### config.mk
export PLATFORM = sky130hd
export DESIGN_NAME = ac97_reg_access_flat
export DESIGN_NICKNAME = d
export VERILOG_FILES = /design/src/rtl/ac97_reg_access_if.sv /design/src/rtl/ac97_reg_access.sv /design/src/flat_wrapper.sv
export SDC_FILE = /design/constraint.sdc
export NUM_CORES = 1
export LEC_CHECK = 0
export ABC_AREA = 1
export BUFFER_PORTS_ARGS = -buffer_cell sky130_fd_sc_hd__buf_2
export CORE_MARGIN = 3
export CORE_UTILIZATION = 35
export DETAILED_ROUTE_END_ITERATION = 16
export RECOVER_POWER = 50
export SYNTH_ARGS = -nofsm -noshare
export SYNTH_HDL_FRONTEND = slang
export SYNTH_SLANG_ARGS = --single-unit
### constraint.sdc
create_clock -name ac97_bitclk -period 4.01 [get_ports ac97_bitclk]
set_clock_uncertainty 0.15 [all_clocks]
set_input_delay 0.6015 -clock ac97_bitclk [delete_from_list [all_inputs] [get_ports ac97_bitclk]]
set_output_delay 0.6015 -clock ac97_bitclk [all_outputs]
set_load 0.005 [all_outputs]
### src/rtl/ac97_reg_access_if.sv
// Host-side command/response bus for the AC97 codec register access block.
//   master : host; drives cmd_valid/cmd_write/cmd_addr/cmd_wdata, sees
//            cmd_ready and the rsp_valid/rsp_data/rsp_timeout completion.
//   slave  : ac97_reg_access; the mirror image.
interface ac97_reg_access_if;
  logic        cmd_valid;
  logic        cmd_ready;
  logic        cmd_write;
  logic [6:0]  cmd_addr;
  logic [15:0] cmd_wdata;
  logic        rsp_valid;
  logic [15:0] rsp_data;
  logic        rsp_timeout;

  modport master (
    output cmd_valid, cmd_write, cmd_addr, cmd_wdata,
    input  cmd_ready, rsp_valid, rsp_data, rsp_timeout
  );

  modport slave (
    input  cmd_valid, cmd_write, cmd_addr, cmd_wdata,
    output cmd_ready, rsp_valid, rsp_data, rsp_timeout
  );
endinterface

### src/rtl/ac97_reg_access.sv
// AC97 codec register access engine.
// Takes one host read/write command at a time, places it into the outgoing
// command-address/command-data slots for exactly one AC-link frame, then
// either completes (write) or watches incoming status slots for the echoed
// register index (read), giving up after TIMEOUT_FRAMES frames.
// Ports:
//   ac97_bitclk / ac97_rst      : clock, synchronous active-high reset
//   ac97_strobe                 : one-cycle pulse per 256-bit frame
//   ac97_in_tag/slot1/slot2     : received TAG/status slots, valid on strobe
//   ac97_out_slot1/2 (+_valid)  : command slots to the link stage
//   codec_ready                 : TAG bit15 captured on each strobe
//   bus (slave)                 : host command/response handshake
module ac97_reg_access #(
  parameter int TIMEOUT_FRAMES = 4
) (
  input  logic        ac97_bitclk,
  input  logic        ac97_rst,
  input  logic        ac97_strobe,
  input  logic [15:0] ac97_in_tag,
  input  logic [19:0] ac97_in_slot1,
  input  logic [19:0] ac97_in_slot2,
  output logic [19:0] ac97_out_slot1,
  output logic        ac97_out_slot1_valid,
  output logic [19:0] ac97_out_slot2,
  output logic        ac97_out_slot2_valid,
  output logic        codec_ready,
  ac97_reg_access_if.slave bus
);

  localparam logic [7:0] TO_CNT = 8'(TIMEOUT_FRAMES);

  typedef enum logic [1:0] {IDLE, ARM, SEND, WAIT} state_t;

  state_t      state, state_n;
  logic        lat_write, lat_write_n;
  logic [6:0]  lat_addr, lat_addr_n;
  logic [15:0] lat_wdata, lat_wdata_n;
  logic [7:0]  cnt, cnt_n, cnt_inc;
  logic [19:0] slot1_n, slot2_n;
  logic        slot1_v_n, slot2_v_n;
  logic        codec_ready_n;
  logic        rsp_valid_n, rsp_timeout_n;
  logic [15:0] rsp_data_n;
  logic        match;

  // Status bits this block never looks at.
  logic unused_bits;
  assign unused_bits = ^{ac97_in_tag[13:0], ac97_in_slot1[19], ac97_in_slot1[11:0],
                         ac97_in_slot2[3:0]};

  // Built only from registers, so no input-to-output combinational path.
  assign bus.cmd_ready = (state == IDLE) && codec_ready;

  always_comb begin
    state_n       = state;
    lat_write_n   = lat_write;
    lat_addr_n    = lat_addr;
    lat_wdata_n   = lat_wdata;
    cnt_n         = cnt;
    cnt_inc       = cnt + 8'd1;
    slot1_n       = ac97_out_slot1;
    slot2_n       = ac97_out_slot2;
    slot1_v_n     = ac97_out_slot1_valid;
    slot2_v_n     = ac97_out_slot2_valid;
    rsp_valid_n   = 1'b0;
    rsp_data_n    = bus.rsp_data;
    rsp_timeout_n = bus.rsp_timeout;
    codec_ready_n = ac97_strobe ? ac97_in_tag[15] : codec_ready;
    match         = ac97_in_tag[14] && (ac97_in_slot1[18:12] == lat_addr);

    case (state)
      IDLE: begin
        // A strobe on the accept edge is never seen by ARM: ARM is entered
        // on this edge and only acts on a later strobe.
        if (bus.cmd_valid && bus.cmd_ready) begin
          lat_write_n = bus.cmd_write;
          lat_addr_n  = bus.cmd_addr;
          lat_wdata_n = bus.cmd_wdata;
          state_n     = ARM;
        end
      end
      ARM: begin
        if (ac97_strobe) begin
          // slot1 bit19 is the read flag (1 = read).
          slot1_n   = {~lat_write, lat_addr, 12'h000};
          slot1_v_n = 1'b1;
          slot2_n   = lat_write ? {lat_wdata, 4'h0} : 20'h0;
          slot2_v_n = lat_write;
          state_n   = SEND;
        end
      end
      SEND: begin
        if (ac97_strobe) begin
          slot1_n   = 20'h0;
          slot2_n   = 20'h0;
          slot1_v_n = 1'b0;
          slot2_v_n = 1'b0;
          if (lat_write) begin
            rsp_valid_n   = 1'b1;
            rsp_data_n    = 16'h0000;
            rsp_timeout_n = 1'b0;
            state_n       = IDLE;
          end else begin
            cnt_n   = 8'd0;
            state_n = WAIT;
          end
        end
      end
      WAIT: begin
        if (ac97_strobe) begin
          // A match on the final allowed frame still wins over timeout.
          if (match) begin
            rsp_valid_n   = 1'b1;
            rsp_data_n    = ac97_in_slot2[19:4];
            rsp_timeout_n = 1'b0;
            state_n       = IDLE;
          end else begin
            cnt_n = cnt_inc;
            if (cnt_inc == TO_CNT) begin
              rsp_valid_n   = 1'b1;
              rsp_data_n    = 16'hFFFF;
              rsp_timeout_n = 1'b1;
              state_n       = IDLE;
            end
          end
        end
      end
      default: state_n = IDLE;
    endcase
  end

  always_ff @(posedge ac97_bitclk) begin
    if (ac97_rst) begin
      state                <= IDLE;
      lat_write            <= 1'b0;
      lat_addr             <= '0;
      lat_wdata            <= '0;
      cnt                  <= '0;
      ac97_out_slot1       <= '0;
      ac97_out_slot2       <= '0;
      ac97_out_slot1_valid <= 1'b0;
      ac97_out_slot2_valid <= 1'b0;
      codec_ready          <= 1'b0;
      bus.rsp_valid        <= 1'b0;
      bus.rsp_data         <= '0;
      bus.rsp_timeout      <= 1'b0;
    end else begin
      state                <= state_n;
      lat_write            <= lat_write_n;
      lat_addr             <= lat_addr_n;
      lat_wdata            <= lat_wdata_n;
      cnt                  <= cnt_n;
      ac97_out_slot1       <= slot1_n;
      ac97_out_slot2       <= slot2_n;
      ac97_out_slot1_valid <= slot1_v_n;
      ac97_out_slot2_valid <= slot2_v_n;
      codec_ready          <= codec_ready_n;
      bus.rsp_valid        <= rsp_valid_n;
      bus.rsp_data         <= rsp_data_n;
      bus.rsp_timeout      <= rsp_timeout_n;
    end
  end

endmodule

### src/flat_wrapper.sv
// flat-port wrapper written by rule: the top's interface ports become plain ports
module ac97_reg_access_flat 
#(
  parameter int TIMEOUT_FRAMES = 4
)
  (ac97_bitclk, ac97_rst, ac97_strobe, ac97_in_tag, ac97_in_slot1, ac97_in_slot2, ac97_out_slot1, ac97_out_slot1_valid, ac97_out_slot2, ac97_out_slot2_valid, codec_ready, bus_cmd_valid, bus_cmd_write, bus_cmd_addr, bus_cmd_wdata, bus_cmd_ready, bus_rsp_valid, bus_rsp_data, bus_rsp_timeout);
  ac97_reg_access_if bus_i ();
  input  logic ac97_bitclk;
  input  logic ac97_rst;
  input  logic ac97_strobe;
  input  logic [15:0] ac97_in_tag;
  input  logic [19:0] ac97_in_slot1;
  input  logic [19:0] ac97_in_slot2;
  output logic [19:0] ac97_out_slot1;
  output logic ac97_out_slot1_valid;
  output logic [19:0] ac97_out_slot2;
  output logic ac97_out_slot2_valid;
  output logic codec_ready;
  input wire logic [$bits(bus_i.cmd_valid)-1:0] bus_cmd_valid;
  input wire logic [$bits(bus_i.cmd_write)-1:0] bus_cmd_write;
  input wire logic [$bits(bus_i.cmd_addr)-1:0] bus_cmd_addr;
  input wire logic [$bits(bus_i.cmd_wdata)-1:0] bus_cmd_wdata;
  output wire logic [$bits(bus_i.cmd_ready)-1:0] bus_cmd_ready;
  output wire logic [$bits(bus_i.rsp_valid)-1:0] bus_rsp_valid;
  output wire logic [$bits(bus_i.rsp_data)-1:0] bus_rsp_data;
  output wire logic [$bits(bus_i.rsp_timeout)-1:0] bus_rsp_timeout;
  assign bus_i.cmd_valid = bus_cmd_valid;
  assign bus_i.cmd_write = bus_cmd_write;
  assign bus_i.cmd_addr = bus_cmd_addr;
  assign bus_i.cmd_wdata = bus_cmd_wdata;
  assign bus_cmd_ready = bus_i.cmd_ready;
  assign bus_rsp_valid = bus_i.rsp_valid;
  assign bus_rsp_data = bus_i.rsp_data;
  assign bus_rsp_timeout = bus_i.rsp_timeout;
  ac97_reg_access #(.TIMEOUT_FRAMES(TIMEOUT_FRAMES)) u_core (.ac97_bitclk(ac97_bitclk), .ac97_rst(ac97_rst), .ac97_strobe(ac97_strobe), .ac97_in_tag(ac97_in_tag), .ac97_in_slot1(ac97_in_slot1), .ac97_in_slot2(ac97_in_slot2), .ac97_out_slot1(ac97_out_slot1), .ac97_out_slot1_valid(ac97_out_slot1_valid), .ac97_out_slot2(ac97_out_slot2), .ac97_out_slot2_valid(ac97_out_slot2_valid), .codec_ready(codec_ready), .bus(bus_i));
endmodule
==> results.tsv, run 1 <==
stage	metric	value	unit
power_and_ir_drop	peak supply drop	0.2255	mV
cells_and_area	fraction of layout instances using a drive strength above 1	0.1801	
cells_and_area	area occupied by multi-input gates	0.001592	sq mm
power_and_ir_drop	PwrDens	437.0	mW/mm^2
cells_and_area	P&R area growth vs syn	18.77	%
global_route	first-pass GRT wire length	14.61	mm
outcome	outcome	finished clean	
die	die height	106.1	um
run	number of max-cap violations	0	
sta	Final Hold Fails	0	
cts	Root Driver	clkbuf_8	
die	Die W	106.1	um
cts	clock-pin slew on the worst setup and hold paths	80	ps
sta	fin crit period	2515	ps
cells_and_area	# diodes	0	
setup_path	R2R cell count	10	
sta	Slew @ Worst Pin	1111	ps
die	Core Box Area	0.009503	sq mm
setup_path	reg2reg setup slack	1500	ps
cells_and_area	final instance area	0.004164	sq mm
logic_synthesis	yosys warns	0	
global_route	initial antenna violation count	0	
setup_path	Critical Path Start	u_core.state[1]	
logic_synthesis	Area contributors post-synth	dfxtp_1 (45%), nand2_1 (14%), a21oi_1 (11%)	
power_and_ir_drop	Leakage	1.745	nW
placed_design	Area after DPL	0.003968	sq mm
min_path	hold crit path type	register to register	
die	die area	0.01125	sq mm
setup_path	CP Max Fanout	31	
die	Starting Density	0.3689	
cts	Setup Fix Bufs, Post-CTS	0	
min_path	min-delay src	u_core.ac97_out_slot1[12]	
sta	FMAX	397.7	MHz
cts	clock buffer depth	2	
cts	CTS Hold Bufs	0	
drt	vias after detailed routing	3400	
cts	CTS tree	done	
drt	DRC	0	
drt	vias per inst	4.775	
drt	Initial DRC Count	136	
cts	Worst-Skew Late Latency	340	ps
cells_and_area	# nets final	664	
global_route	largest net degree at the start of global routing	48	
sta	Final Cycle Share	0.6271	
sta	slew margin rel.	0.2575	
sta	RSZ-0062 raised after global routing	false	
drt	drt first pass iters	4	
cts	Num CTS Buffers	9	
sta	Final Max Slew Viols	0	
sta	count of endpoints failing setup in the final report	0	
die	Ports	146	
logic_synthesis	post-synthesis cell type count	24	
global_route	vias in the first global route	3248	
setup_path	reg-to-reg startpoint	u_core.state[1]	
logic_synthesis	register area share after synthesis	0.4511	
logic_synthesis	Yosys top cell by area	dfxtp_1	
cts	post_cts resized	0	
cts	Clock Sinks	79	
global_route	GRT Overall Usage	0.1562	
logic_synthesis	syn_area_per_cell	7.068	sq um
setup_path	CP required	4140	ps
min_path	WHS Endpoint	u_core.ac97_out_slot1[12]	
sta	Setup TNS	0	ps
placed_design	post-DP HPWL	5.850	mm
setup_path	Setup Crit Path Kind	register to register	
drt	wire per inst	12.38	um
logic_synthesis	Post-Syn Area	0.003506	sq mm
setup_path	Critical R2R Capture	u_core.state[1]	
global_route	grt total ovfl	0	
setup_path	CP Launch Type	register	
drt	total wire length	8.812	mm
cts	CTS H-tree depth	3	
cells_and_area	# fillers	1042	
cells_and_area	non-filler cells, final	712	
setup_path	CP Data Arrival Time	2640	ps
drt	DRT antenna net count	0	
placed_design	total placed cells including tap cells	696	
min_path	Cells on Worst Hold Path	2	
cells_and_area	Register Area	0.001582	sq mm
die	# rows	35	
logic_synthesis	Mapped Cells	496	
placed_design	number of port buffers	98	
placed_design	RePlAce Congestion	0.8064	
logic_synthesis	Synth top area share	0.4511	
logic_synthesis	#FFs+latches synth	79	
setup_path	CP endpoint kind	register	
[sequential cells by signal, indices dropped and copies added, names as in the netlist]
name	flops
u_core.bus.rsp_data	16
u_core.lat_wdata	16
u_core.codec_ready	1
u_core.ac97_out_slot2_valid	1
u_core.bus.rsp_valid	1
u_core.ac97_out_slot1_valid	1
u_core.lat_write	1
u_core.bus.rsp_timeout	1
u_core.lat_addr	7
u_core.ac97_out_slot1	8
u_core.cnt	8
u_core.ac97_out_slot2	16
u_core.state	2
[worst max path at each step]
stage | endpoint | slack, ps | cells past startpoint
after floorplan | bus_cmd_ready | 2290 | 5
after global placement | u_core.state[1] | 1460 | 7
after detailed placement | u_core.state[1] | 1440 | 7
after CTS | u_core.state[1] | 1480 | 10
after global routing | u_core.state[1] | 1140 | 10
final | u_core.state[1] | 1500 | 10
[synthesized netlist by cell type]
library cell,count
nand3_1,58
dfxtp_1,79
buf_4,20
buf_1,2
clkbuf_1,13
nor3_2,1
nor2_1,42
a21oi_2,1
a211oi_1,1
buf_6,3
o211ai_1,1
buf_2,7
nand4_1,3
nand2_1,131
ha_1,2
conb_1,1
o21bai_1,1
o21ai_0,16
inv_1,29
nand2_2,3
o21bai_2,1
inv_2,2
a21oi_1,78
clkinv_1,1
[placed cells by master (no fill, tap or decap), drive strengths merged]
cell type  count
dfxtp         79
nor2          42
o21ai         16
o211ai         1
buf           83
o21bai         2
ha             2
nand3         58
clkinvlp       2
a211oi         1
nand4          3
a21oi         79
bufinv         2
conb          16
clkbuf        28
clkinv         1
nor3           1
nand2        134
inv           33
[cell families (layout without fill, tap and decap cells)]
logic type                 after synthesis  after routing  synth area share
AOI/OAI and AO/OA                       99             99            0.1463
adders and majority gates                2              2          0.007137
buffers and inverters                   77            149            0.1128
DFF                                     79             79            0.4511
other                                    1             16          0.001070
and+or+nand+nor                        238            238            0.2816
[worst max-delay path, stage by stage (launching register included)]
cell	delay [ps]
dfxtp_1	370
nor2_1	140
inv_1	70
nor2_1	90
buf_4	240
nand2_1	640
o211ai_1	440
nand2_2	90
nand2_1	70
nand2_1	40
nor2_1	100
[metal layers]
layer  track usage  share of wire  vias up  wire length, um
li1              -              -     1735                -
met1        0.1934           0.45     1570             4003
met2        0.2673           0.49       88             4331
met3       0.03643          0.043        7              381
met4       0.05180          0.011        0               97
met5             0              0        -                0
[cell type report]
type | instances | area share
tap | 129 | 0.03876
inverter | 32 | 0.02885
sequential | 79 | 0.3798
multi-input combinational | 355 | 0.3822
timing repair buffer | 101 | 0.1175
clock inverter | 6 | 0.02224
clock buffer | 10 | 0.03065
[power by group]
group          internal (mW)  switching, mW
clock                  0.356          0.303
sequential             0.830         0.0426
combinational         0.0971          0.191
total                   1.28          0.537
[stage by stage]
step / total power, mW / setup WS [ps] / util / hold WS, ps
after floorplan: 1.106 / 2289 / - / 291.2
after global placement: 1.174 / 1463 / 0.4175 / 285.9
after detailed placement: 1.182 / 1441 / 0.4175 / 292.6
after CTS: 1.845 / 1478 / 0.4407 / 313.7
after global routing: 1.921 / 1139 / 0.4382 / 327.4
final: 1.820 / 1495 / 0.4382 / 312.2
Power figures use the tool's default switching activity.
==> run 2, diff against run 1 <==
clock period = 2.2 ns   (was 4.01 ns; I/O delays follow)
==> run 2 against run 1 <==
Non-clock buffer count increased by 8. Critical path depth decreased by 5. Via count decreased by 0.91%. Flip-flop and latch count unchanged. Sequential power increased by 81%. Worst hold slack got worse by 220 ps. First-iteration DRC count increased by 29%. Sequential share of layout area decreased by 0.36 points. Die area unchanged. Utilization increased by 0.42 points. Highest routed layer unchanged. Largest power group unchanged. Combinational power increased by 91%. Register-to-register slack got worse by 1200 ps.
==> results.tsv, run 2 (synthesis results as in run 1) <==
stage	metric	value	unit	change
cells_and_area	most frequent cells in the layout	nand2_1 (131), dfxtp_1 (79), a21oi_1 (78), buf_2 (78), nand3_1 (58)		
power_and_ir_drop	Leakage	1.778	nW	+1.9%
setup_path	reg2reg setup slack	330	ps	-1170 ps
cells_and_area	# fillers	1082		+3.8%
cts	Root Driver	clkbuf_8		
cells_and_area	P&R area growth vs syn	19.91	%	
die	Ports	146		unchanged
power_and_ir_drop	peak supply drop	0.2902	mV	+29%
global_route	vias in the first global route	3241		-0.22%
sta	Setup TNS	0	ps	unchanged
setup_path	critical path depth	5		-5
sta	slew margin rel.	0.6455		+0.3879
setup_path	CP Max Fanout	19		-39%
drt	drt first pass iters	4		unchanged
die	Die W	106.1	um	unchanged
setup_path	CP Launch Type	register		
cts	CTS tree	done		
setup_path	Slowest-stage cell, CP	dfxtp_1		
min_path	Cells on Worst Hold Path	3		+1
drt	vias per inst	4.679		-2.0%
cells_and_area	# nets final	672		+1.2%
power_and_ir_drop	PwrDens	768.8	mW/mm^2	+76%
global_route	first-pass GRT wire length	14.77	mm	+1.0%
cts	CTS Hold Bufs	0		unchanged
global_route	grt total ovfl	0		unchanged
setup_path	crit path capture	bus_cmd_ready		
sta	Final Hold Fails	0		unchanged
cts	clock-pin slew on the worst setup and hold paths	90	ps	about the same
cells_and_area	# diodes	0		unchanged
setup_path	CP Data Arrival Time	1480	ps	-1160 ps
cts	Num CTS Buffers	9		unchanged
sta	Slew @ Worst Pin	531.8	ps	-578.8 ps
setup_path	crit path buf inv count	3		+1
placed_design	post-DP HPWL	6.064	mm	+3.7%
cts	clock buffer depth	2		unchanged
die	# rows	35		unchanged
drt	DRC	0		unchanged
setup_path	Setup Crit Path Kind	register to output pin		
min_path	hold crit path type	primary input to register		
drt	Initial DRC Count	175		+29%
global_route	GRT Overall Usage	0.1592		+0.002972
sta	fin crit period	1962	ps	
cts	CTS H-tree depth	3		unchanged
sta	RSZ-0062 raised after global routing	false		
die	die area	0.01125	sq mm	unchanged
cts	Clock Sinks	79		unchanged
drt	DRT antenna net count	0		unchanged
run	number of max-cap violations	0		unchanged
cells_and_area	Register Area	0.001582	sq mm	unchanged
sta	Final Max Slew Viols	0		unchanged
global_route	largest net degree at the start of global routing	47		-2.1%
setup_path	delay-heaviest family, CP	buffers and inverters		
setup_path	crit-path max cell delay	360	ps	-280 ps
setup_path	Critical Path Start	u_core.state[0]		
sta	count of endpoints failing setup in the final report	0		unchanged
die	Core Box Area	0.009503	sq mm	unchanged
cts	Worst-Skew Late Latency	350	ps	about the same
setup_path	Most common cell on crit path	nor2_1		
die	die height	106.1	um	unchanged
cells_and_area	biggest regs	u_core.ac97_out_slot2 x16, u_core.bus.rsp_data x16, u_core.lat_wdata x16		
drt	wire per inst	12.24	um	-1.1%
die	Starting Density	0.3689		unchanged
placed_design	RePlAce Congestion	0.7778		-3.5%
sta	hold slack	89.95	ps	-222.3 ps
sta	Final Cycle Share	0.8916		
setup_path	CP endpoint kind	output pin		
cells_and_area	fraction of layout instances using a drive strength above 1	0.1878		+0.007714
sta	FMAX	509.8	MHz	
setup_path	reg-to-reg startpoint	u_core.lat_addr[3]		
cells_and_area	most common cell after layout, fill and taps aside	nand2_1		
drt	total wire length	8.813	mm	about the same
placed_design	number of port buffers	98		unchanged
global_route	initial antenna violation count	0		unchanged
setup_path	R2R cell count	11		+1
setup_path	CP required	1720	ps	-2420 ps
setup_path	CP Cell Sequence	nor2_1, inv_1, nor2_1, buf_6, buf_2		
setup_path	Critical R2R Capture	u_core.cnt[1]		
outcome	outcome	finished clean		
drt	vias after detailed routing	3369		-0.91%
cells_and_area	area occupied by multi-input gates	0.001585	sq mm	-0.39%
run 2: changes by cell type in the layout (fill, tap and decap cells not counted), sizes merged:
cell / change
buf: +7
bufinv: -1
clkbuf: +1
clkinv: +3
clkinvlp: -1
inv: -1
run 2: worst min-delay path by stage:
stage	start	to
after floorplan	u_core.lat_wdata[10]	u_core.lat_wdata[10]
after global placement	u_core.bus.rsp_timeout	u_core.bus.rsp_timeout
after detailed placement	u_core.bus.rsp_timeout	u_core.bus.rsp_timeout
after CTS	bus_cmd_wdata[5]	u_core.lat_wdata[5]
after global routing	bus_cmd_wdata[5]	u_core.lat_wdata[5]
final	bus_cmd_wdata[5]	u_core.lat_wdata[5]
run 2: what timing repair did:
item / 4_1_cts / 5_1_grt
setup buffers: 0 / 0
endpoints found under the setup margin: 0 / 2
gates resized for setup: 0 / 2
run 2: routing by layer:
| metal | vias up | GRT usage | part of all wire |
|---|---|---|---|
| met4 | 0 | 0.05365 | 0.0039 |
| met3 | 2 | 0.04068 | 0.059 |
| li1 | 1757 | - | - |
| met5 | - | 0 | 0 |
| met1 | 1527 | 0.2032 | 0.46 |
| met2 | 83 | 0.2618 | 0.47 |
run 2: area by class of cell:
| class | count | share of cell area |
|---|---|---|
| multi-input combinational | 355 | 0.3771 |
| sequential | 79 | 0.3762 |
| timing repair buffer | 109 | 0.1307 |
| tap | 129 | 0.03839 |
| clock buffer | 10 | 0.03274 |
| inverter | 32 | 0.02857 |
| clock inverter | 6 | 0.01637 |
run 2: tightest hold or removal path, stage by stage:
cell     delay [ps]
buf_2            90
nand3_1          70
a21oi_1          60
run 2: per-stage QoR:
stage / worst slack [ps] / util / power [mW] / instances / instance area (sq um)
3_3_place_gp: 257.5 / 0.4238 / 2.164 / 704 / 4028
3_5_place_dp: 242.3 / 0.4238 / 2.176 / 704 / 4028
2_1_floorplan: 557.7 / - / 2.015 / 511 / 3562
6_report: 238.5 / 0.4424 / 3.232 / 720 / 4204
4_1_cts: 144.3 / 0.4456 / 3.286 / 720 / 4234
5_1_grt: 51.20 / 0.4424 / 3.426 / 720 / 4204
run 2: power by group:
part / internal, mW / switching [mW]
clock: 0.561 / 0.544
sequential: 1.51 / 0.0656
combinational: 0.192 / 0.358
==> run 3, diff against run 2 <==
BUFFER_PORTS_ARGS = unset   (was -buffer_cell sky130_fd_sc_hd__buf_2)
DONT_BUFFER_PORTS = 1   (was unset)
==> run 3 against run 2 <==
Power is 1.3% higher. Maximum frequency is 3.0% lower. Worst hold slack worse by 64 ps. Critical path type is now register to register. Largest power group unchanged.
==> results.tsv, run 3 (synthesis results as in run 1) <==
stage	metric	value	unit	change
setup_path	Slowest-stage cell, CP	dlygate4sd3_1		
die	Ports	146		unchanged
setup_path	CP Max Fanout	8		-11
cts	Setup Fix Bufs, Post-CTS	0		unchanged
cells_and_area	non-filler cells, final	657		-8.8%
setup_path	crit-path max cell delay	570	ps	+210 ps
cells_and_area	biggest regs	u_core.ac97_out_slot2 x16, u_core.bus.rsp_data x16, u_core.lat_wdata x16		
drt	vias per inst	4.861		+3.9%
power_and_ir_drop	Psw	1.018	mW	+5.3%
cts	Worst-Skew Late Latency	350	ps	about the same
run	number of max-cap violations	0		unchanged
die	die height	106.1	um	unchanged
sta	Final Hold Fails	0		unchanged
cells_and_area	# fillers	1001		-7.5%
setup_path	Setup Crit Path Kind	register to register		
global_route	initial antenna violation count	0		unchanged
placed_design	RePlAce Congestion	0.8651		+11%
setup_path	reg2reg setup slack	180	ps	-150 ps
cells_and_area	most frequent cells in the layout	nand2_1 (131), dfxtp_1 (79), a21oi_1 (78)		
setup_path	Critical Path Start	u_core.state[0]		
setup_path	Critical R2R Capture	u_core.lat_wdata[3]		
setup_path	CP Launch Type	register		
sta	count of endpoints failing setup in the final report	0		unchanged
setup_path	CP Cell Sequence	nor2_2, inv_1, nor2_2, clkbuf_4, nand3_1, dlygate4sd3_1, a21oi_1		
drt	DRT antenna net count	0		unchanged
cells_and_area	P&R area growth vs syn	17.27	%	
power_and_ir_drop	sequential group share of total power	0.485		-0.003
power_and_ir_drop	Leakage	1.508	nW	-15%
cts	CTS H-tree depth	3		unchanged
power_and_ir_drop	Int Power	2.255	mW	-0.46%
cts	Root Driver	clkbuf_8		
setup_path	Most common cell on crit path	nor2_2		
die	Core Box Area	0.009503	sq mm	unchanged
drt	Initial DRC Count	185		+5.7%
cells_and_area	most common cell after layout, fill and taps aside	nand2_1		
power_and_ir_drop	PwrDens	796.1	mW/mm^2	+3.5%
drt	DRC	0		unchanged
sta	Setup TNS	0	ps	unchanged
sta	FMAX	494.6	MHz	-3.0%
cts	clock-pin slew on the worst setup and hold paths	100	ps	about the same
sta	Slew @ Worst Pin	1343	ps	+811.4 ps
sta	fin crit period	2022	ps	+60.31 ps
setup_path	CP required	2330	ps	+610 ps
drt	vias after detailed routing	3194		-5.2%
drt	total wire length	9.068	mm	+2.9%
cells_and_area	# nets final	609		-9.4%
die	Die W	106.1	um	unchanged
die	# rows	35		unchanged
cells_and_area	# diodes	0		unchanged
cts	CTS tree	done		
placed_design	number of port buffers	0		-100%
die	Starting Density	0.3689		unchanged
min_path	Cells on Worst Hold Path	2		-1
cts	Clock Sinks	79		unchanged
setup_path	reg-to-reg startpoint	u_core.state[0]		
cts	clock buffer depth	2		unchanged
placed_design	total placed cells including tap cells	603		-14%
setup_path	CP endpoint kind	register		
min_path	WHS Endpoint	u_core.lat_addr[3]		
drt	wire per inst	13.80	um	+13%
outcome	outcome	finished clean		
global_route	grt total ovfl	0		unchanged
min_path	min-delay src	bus_cmd_addr[3]		
cts	Num CTS Buffers	9		unchanged
cells_and_area	fraction of layout instances using a drive strength above 1	0.06629		-0.1215
power_and_ir_drop	sw frac	0.3111		+0.01199
global_route	vias in the first global route	3047		-6.0%
global_route	largest net degree at the start of global routing	47		unchanged
die	die area	0.01125	sq mm	unchanged
global_route	first-pass GRT wire length	14.69	mm	-0.51%
sta	RSZ-0062 raised after global routing	false		
drt	drt first pass iters	6		+2
global_route	GRT Overall Usage	0.1609		+0.001694
sta	Final Max Slew Viols	0		unchanged
setup_path	R2R cell count	7		-4
power_and_ir_drop	power share of the clock group	0.351		+0.009
min_path	hold crit path type	primary input to register		
setup_path	CP Data Arrival Time	2150	ps	+670 ps
sta	slew margin rel.	0.1045		-0.5409
power_and_ir_drop	Comb pwr share	0.164		-0.006
placed_design	post-DP HPWL	5.751	mm	-5.2%
sta	Final Cycle Share	0.9190		+0.02741
power_and_ir_drop	peak supply drop	0.3684	mV	+27%
==> run 3: cell types whose count changed in the layout (fill, tap and decap cells not counted), sizes merged <==
cell	delta
buf	-83
clkinv	-3
dlygate4sd3	+36
clkbuf	-17
inv	+4
==> run 3: how the worst max path moves through the flow <==
stage	endpoint	slack, ps	cells after the start
floorplan	u_core.bus.rsp_data[0]	560	11
global placement	u_core.bus.rsp_timeout	250	9
detailed placement	u_core.bus.rsp_timeout	200	9
CTS	u_core.lat_wdata[13]	160	7
global route	u_core.lat_wdata[14]	40	7
finish	u_core.lat_wdata[3]	180	7
==> run 3: metrics by stage <==
| step | instance area [sq um] | total power [mW] | hold WS [ps] | utilization | setup WS [ps] |
|---|---|---|---|---|---|
| after floorplan | 3562 | 2.015 | 291.2 | - | 557.7 |
| after global placement | 3527 | 2.079 | 253.5 | 0.3712 | 250.4 |
| after detailed placement | 3527 | 2.089 | 255.7 | 0.3712 | 201.3 |
| after CTS | 4115 | 3.321 | 0.4031 | 0.4330 | 164.4 |
| after global routing | 4111 | 3.475 | 26.64 | 0.4327 | 41.18 |
| final | 4111 | 3.273 | 26.25 | 0.4327 | 178.2 |
==> run 3: power by group through the flow <==
stage | Combinational [mW] | Sequential [mW] | Clock [mW]
final | 0.537 | 1.59 | 1.15
after global routing | 0.618 | 1.60 | 1.26
after CTS | 0.536 | 1.59 | 1.20
after detailed placement | 0.468 | 1.62 | 0
after global placement | 0.460 | 1.62 | 0
after floorplan | 0.414 | 1.60 | 0
==> run 3: worst max-delay path: cells and delay by family (launching register included) <==
kind | cells | cell delay, ps
flip-flops | 1 | 380
AND/OR/NAND/NOR | 3 | 400
AO/OA/AOI/OAI | 1 | 130
buffers and inverters | 3 | 890
==> run 3: layout make-up <==
cell class                 instances  area [sq um]  share of cell area
multi-input combinational        355          1595              0.3880
sequential                        79          1582              0.3847
timing repair buffer              46         445.4              0.1083
tap                              129         161.4             0.03926
clock buffer                       9         123.9             0.03013
inverter                          32         120.1             0.02921
clock inverter                     7         83.83             0.02039
==> run 3: routing by layer <==
layer,wire length [um],up-vias,track usage
met2,4617,82,0.2851
met4,111,0,0.05550
li1,-,1627,-
met1,3835,1476,0.1893
met3,503,9,0.03886
met5,0,-,0
==> run 3: repair_timing <==
item / CTS / global route
setup endpoints to repair: 0 / 20
resized for setup: 0 / 5
hold buffers: 37 / 0
endpoints found under the hold margin: 46 / 0
